File: src/rtl/seq_detector_param.sv
// Runtime-programmable serial bit-sequence detector with overlap control,
// input qualifier and a saturating match counter.
module seq_detector_param #(
  parameter int unsigned         MAX_LEN     = 8,
  parameter int unsigned         LEN_W       = 4,
  parameter int unsigned         CNT_W       = 8,
  parameter logic [MAX_LEN-1:0]  RST_PATTERN = MAX_LEN'(8'b0000_1011),
  parameter logic [LEN_W-1:0]    RST_LEN     = LEN_W'(4),
  parameter bit                  RST_OVERLAP = 1'b1
) (
  input  logic               clk,
  input  logic               reset,
  input  logic               cfg_load,
  input  logic [MAX_LEN-1:0] cfg_pattern,
  input  logic [LEN_W-1:0]   cfg_len,
  input  logic               cfg_overlap,
  input  logic               din_valid,
  input  logic               din,
  input  logic               clr_count,
  output logic               detected,
  output logic [CNT_W-1:0]   match_count,
  output logic               cfg_err
);

  localparam logic [LEN_W-1:0] LEN_MAX = LEN_W'(MAX_LEN);

  logic [MAX_LEN-1:0] pattern_q, pattern_d;
  logic [MAX_LEN-1:0] hist_q, hist_d;
  logic [LEN_W-1:0]   len_q, len_d;
  logic [LEN_W-1:0]   fill_q, fill_d;
  logic [CNT_W-1:0]   cnt_q, cnt_d;
  logic               overlap_q, overlap_d;
  logic               err_q, err_d;
  logic               det_q, det_d;

  logic               accept;
  logic               hit;
  logic [MAX_LEN-1:0] hist_shift;
  logic [LEN_W-1:0]   fill_inc;
  logic [MAX_LEN-1:0] len_mask;

  // Only the youngest len_q history bits take part in the compare.
  for (genvar i = 0; i < MAX_LEN; i++) begin : g_mask
    assign len_mask[i] = (LEN_W'(i) < len_q);
  end

  assign accept     = din_valid & ~cfg_load;
  assign hist_shift = {hist_q[MAX_LEN-2:0], din};
  assign fill_inc   = (fill_q == LEN_MAX) ? fill_q : fill_q + 1'b1;
  assign hit        = accept && !err_q && (fill_inc >= len_q) &&
                      (((hist_shift ^ pattern_q) & len_mask) == '0);

  always_comb begin
    pattern_d = pattern_q;
    hist_d    = hist_q;
    len_d     = len_q;
    fill_d    = fill_q;
    cnt_d     = cnt_q;
    overlap_d = overlap_q;
    err_d     = err_q;
    det_d     = 1'b0;
    if (cfg_load) begin
      pattern_d = cfg_pattern;
      len_d     = (cfg_len > LEN_MAX) ? LEN_MAX : cfg_len;
      overlap_d = cfg_overlap;
      err_d     = (cfg_len == '0);
      hist_d    = '0;
      fill_d    = '0;
      cnt_d     = '0;
    end else begin
      if (accept) begin
        hist_d = hist_shift;
        // Non-overlap mode restarts the fill so the next match needs len fresh bits.
        fill_d = (hit && !overlap_q) ? '0 : fill_inc;
        det_d  = hit;
      end
      if (hit) begin
        if (clr_count)        cnt_d = CNT_W'(1);
        else if (cnt_q != '1) cnt_d = cnt_q + 1'b1;
      end else if (clr_count) begin
        cnt_d = '0;
      end
    end
  end

  always_ff @(posedge clk or posedge reset) begin
    if (reset) begin
      pattern_q <= RST_PATTERN;
      hist_q    <= '0;
      len_q     <= RST_LEN;
      fill_q    <= '0;
      cnt_q     <= '0;
      overlap_q <= RST_OVERLAP;
      err_q     <= 1'b0;
      det_q     <= 1'b0;
    end else begin
      pattern_q <= pattern_d;
      hist_q    <= hist_d;
      len_q     <= len_d;
      fill_q    <= fill_d;
      cnt_q     <= cnt_d;
      overlap_q <= overlap_d;
      err_q     <= err_d;
      det_q     <= det_d;
    end
  end

  assign detected    = det_q;
  assign match_count = cnt_q;
  assign cfg_err     = err_q;

endmodule
File: config.mk
export PLATFORM = sky130hd
export DESIGN_NAME = seq_detector_param
export DESIGN_NICKNAME = d
export VERILOG_FILES = /design/src/rtl/seq_detector_param.sv
export SDC_FILE = /design/constraint.sdc
export NUM_CORES = 1
export LEC_CHECK = 0
export BUFFER_PORTS_ARGS = -buffer_cell sky130_fd_sc_hd__buf_2
export CAP_MARGIN = 20
export CORE_MARGIN = 3
export CORE_UTILIZATION = 40
export CTS_CLUSTER_DIAMETER = 30
export DETAILED_ROUTE_END_ITERATION = 8
export PLACE_DENSITY = 0.58
export SLEW_MARGIN = 20
export SYNTH_ARGS = -nofsm -noshare
export SYNTH_HDL_FRONTEND = slang
export SYNTH_SLANG_ARGS = --single-unit
File: constraint.sdc
create_clock -name clk -period 2.62 [get_ports clk]
set_input_delay 0.131 -clock clk [delete_from_list [all_inputs] [get_ports clk]]
set_output_delay 0.131 -clock clk [all_outputs]
set_load 0.02 [all_outputs]
==> key figures <==
Worst setup path
  – Critical path origin: fill_q[0]
  – Crit Path Category: flop to flop
  – CP Capture Type: flop
  – Worst setup SP type: flop
  – R2R cell count: 12
  – WP data arrival: 3130 ps
  – Reg2reg end: match_count[3]
  – Critical path endpoint: match_count[3]
  – CP max FO: 5
  – RR Startpoint: fill_q[0]
  – Max incr delay on CP: 560 ps
  – Crit-path slowest cell: or4_4
  – R2r setup slk: -310 ps
  – Crit-path cells: inv_2, ha_4, nand2_4, nor2_4, xnor2_2, ha_1, nand2b_4, a2111oi_2, or3_4, or4_4, or3_1, a21boi_1
  – Worst path required time: 2820 ps

Detailed routing
  – Antenna Nets Post-Route: 0
  – Vias per cell: 5.411
  – Avg WL per Cell: 15.36 um
  – DRC viols: 0
  – Via count: 1461
  – First-pass detailed-route iteration total: 4
  – Final wirelength: 4146 um
  – Detailed Route Iter0 Violations: 69

Status
  – Failing checks: setup timing
  – Status: complete, but fails checks

Clocking
  – Clk root buf: clkbuf_8
  – CTS tree: done
  – Htree depth: 2
  – Clk Latency, worst-skew pair: 280 ps
  – Clock Path Buffers: 2
  – TritonCTS Buffers: 5
  – Clock tree sinks: 34
  – CTS clk-pin slew, worst paths: 70 ps

Finish
  – Area grow syn2layout: 26.26%
  – Layout cells sized above 1: 37.73%
  – Most common cell after layout, fill and taps aside: dfrtp_1
  – Fin nets: 245
  – Diodes inserted: 0
  – Most frequent cells in the layout: dfrtp_1 (29), buf_2 (28), nor2_1 (13), nand2_1 (13), buf_4 (13)

Power
  – LEAKAGE: 1.022 nW
  – VDD IR-drop max: 0.3075 mV
  – Overall Power: 1.149 mW
  – Pwr dens: 509.4 mW/mm^2

Timing
  – Max Freq: 341.6 MHz
  – Worst slew pin tran: 423.8 ps
  – Setup TNS: -1735 ps
  – Minimum clock period: 2928 ps
  – Crit share post-route: 111.7%
  – Final slew viol count: 0
  – Hold Fails Final Rpt: 0
  – Final hold slack: 40.40 ps
  – RSZ-0062 raised after global routing: yes
  – Worst Skew: 3.715 ps
  – Post-route setup slack: -307.5 ps
  – Final setup violation count: 8
  – Slew HR: 71.75%

Global route
  – Antenna violations before repair: 0
  – Vias in the first global route: 1480
  – First-pass GRT wire length: 7031 um
  – GRT Overall Usage: 17.22%
  – Gr ovfl total: 0
  – Pin count of the biggest net entering global routing: 35

Yosys
  – Area contributors post-synth: dfrtp_1 (41%), dfstp_2 (7.4%), mux2_2 (6.3%)
  – Yosys warning count: 0
  – Post-Syn Instances: 173
  – Yosys reg bits: 34
  – Seq/Total Area, Yosys: 47.97%
  – Synth Cell Area: 0.001787 sq mm
  – Post-synth EDFFs: 0
  – Largest area contributor in the netlist: dfrtp_1
  – Syn Area/Cell: 10.33 sq um
  – Netlist cell types: 36
  – Synthesized Nets: 199
  – Share of the synthesized area in the top cell type: 40.62%
  – Top_reg_cell synth: dfrtp_1
  – Asr flop ratio synth: 100.0%

Floorplanning
  – I/O Pins: 29
  – Chip width: 72.84 um
  – # rows: 23
  – Core area: 0.004144 sq mm
  – Die area: 0.005305 sq mm
  – Initial core utilization: 43.12%
  – DIE HEIGHT: 72.84 um

Placed design
  – Port Buf Inserts: 28
  – Detailed Place HPWL: 2926 um
  – Final Wtd Congestion: 0.8604

Worst hold path
  – Hold Path Depth: 2
  – Type of the worst min-delay path: input pin to flop

Flow run
  – Max-cap check violation count: 0
-- Yosys cell counts, drive strengths merged (2+ instances only) --
master,instances
o22ai,3
o21ai,10
o31ai,3
inv,10
or3,7
a21oi,6
dfstp,5
ha,7
dfrtp,29
nor4,3
nor3,2
clkbuf,3
nand2,14
xnor2,10
or4,4
a21boi,6
buf,2
nor2,14
mux2i,8
nand3,8
mux2,10
-- stage by stage --
step,cells,util (%),area (sq um),setup slack (ps)
2_1_floorplan,173,-,1805,-130.7
3_3_place_gp,258,50.00,2072,-181.4
3_5_place_dp,258,50.00,2072,-303.2
4_1_cts,269,53.38,2212,-280.0
5_1_grt,270,54.44,2256,-450.8
6_report,270,54.44,2256,-307.5
-- metal layers --
| metal | vias to the layer above | wire length [um] | GRT usage, % |
|---|---|---|---|
| li1 | 706 | - | - |
| met1 | 710 | 1880 | 23.32 |
| met2 | 34 | 2016 | 27.15 |
| met3 | 11 | 159 | 4.270 |
| met4 | 0 | 89 | 5.328 |
| met5 | - | 0 | 0 |
-- report_power, final --
part / switching (mW) / total, mW / internal (mW)
Clock: 0.178 / 0.390 / 0.212
Sequential: 0.0238 / 0.579 / 0.555
Combinational: 0.0895 / 0.180 / 0.0908
-- worst max-delay path, delay by kind of cell, from the launching register on --
kind,cells,cell delay [ps]
compound gates,2,240
xor+xnor,1,90
fa+ha+maj,2,420
buf+inv,1,80
flops,1,410
simple gates,6,1590
-- cells by family after synthesis --
logic type / synth area share (%)
AO/OA/AOI/OAI: 11.62
XOR/XNOR: 4.902
adder cells (fa/ha/maj): 4.902
buffers and inverters: 3.571
flip-flops: 47.97
multiplexers: 10.78
AND/OR/NAND/NOR: 16.25
-- registers in the layout, indices dropped and copies added, names as in the netlist --
register     flops
pattern_q        8
overlap_q        1
len_q            4
cfg_err          1
fill_q           4
match_count      8
hist_q           7
detected         1
-- how the worst min path moves through the flow --
stage	slack (ps)	start	end
2_1_floorplan	200	cfg_len[3]	len_q[2]
3_3_place_gp	240	reset	match_count[3]
3_5_place_dp	250	reset	match_count[3]
4_1_cts	30	clr_count	match_count[1]
5_1_grt	30	clr_count	match_count[1]
6_report	40	clr_count	match_count[1]
-- layout make-up --
type                       count  area, sq um
fill                         381         1888
multi-input combinational    125        948.4
sequential                    34        857.1
clock buffer                   7        86.33
inverter                      10        37.54
clock inverter                 1        5.005
tap                           50        62.56
timing repair buffer          43        259.0
-- timing repair --
item / 4_1_cts / 5_1_grt
buffers inserted: 1 / 1
setup endpoints to repair: 8 / 12
gates cloned: 1 / 0
hold endpoints to repair: 29 / 0
hold buffers: 1 / 0
pin swaps: 4 / 5
gates resized for setup: 6 / 10
Power figures use the tool's default switching activity.
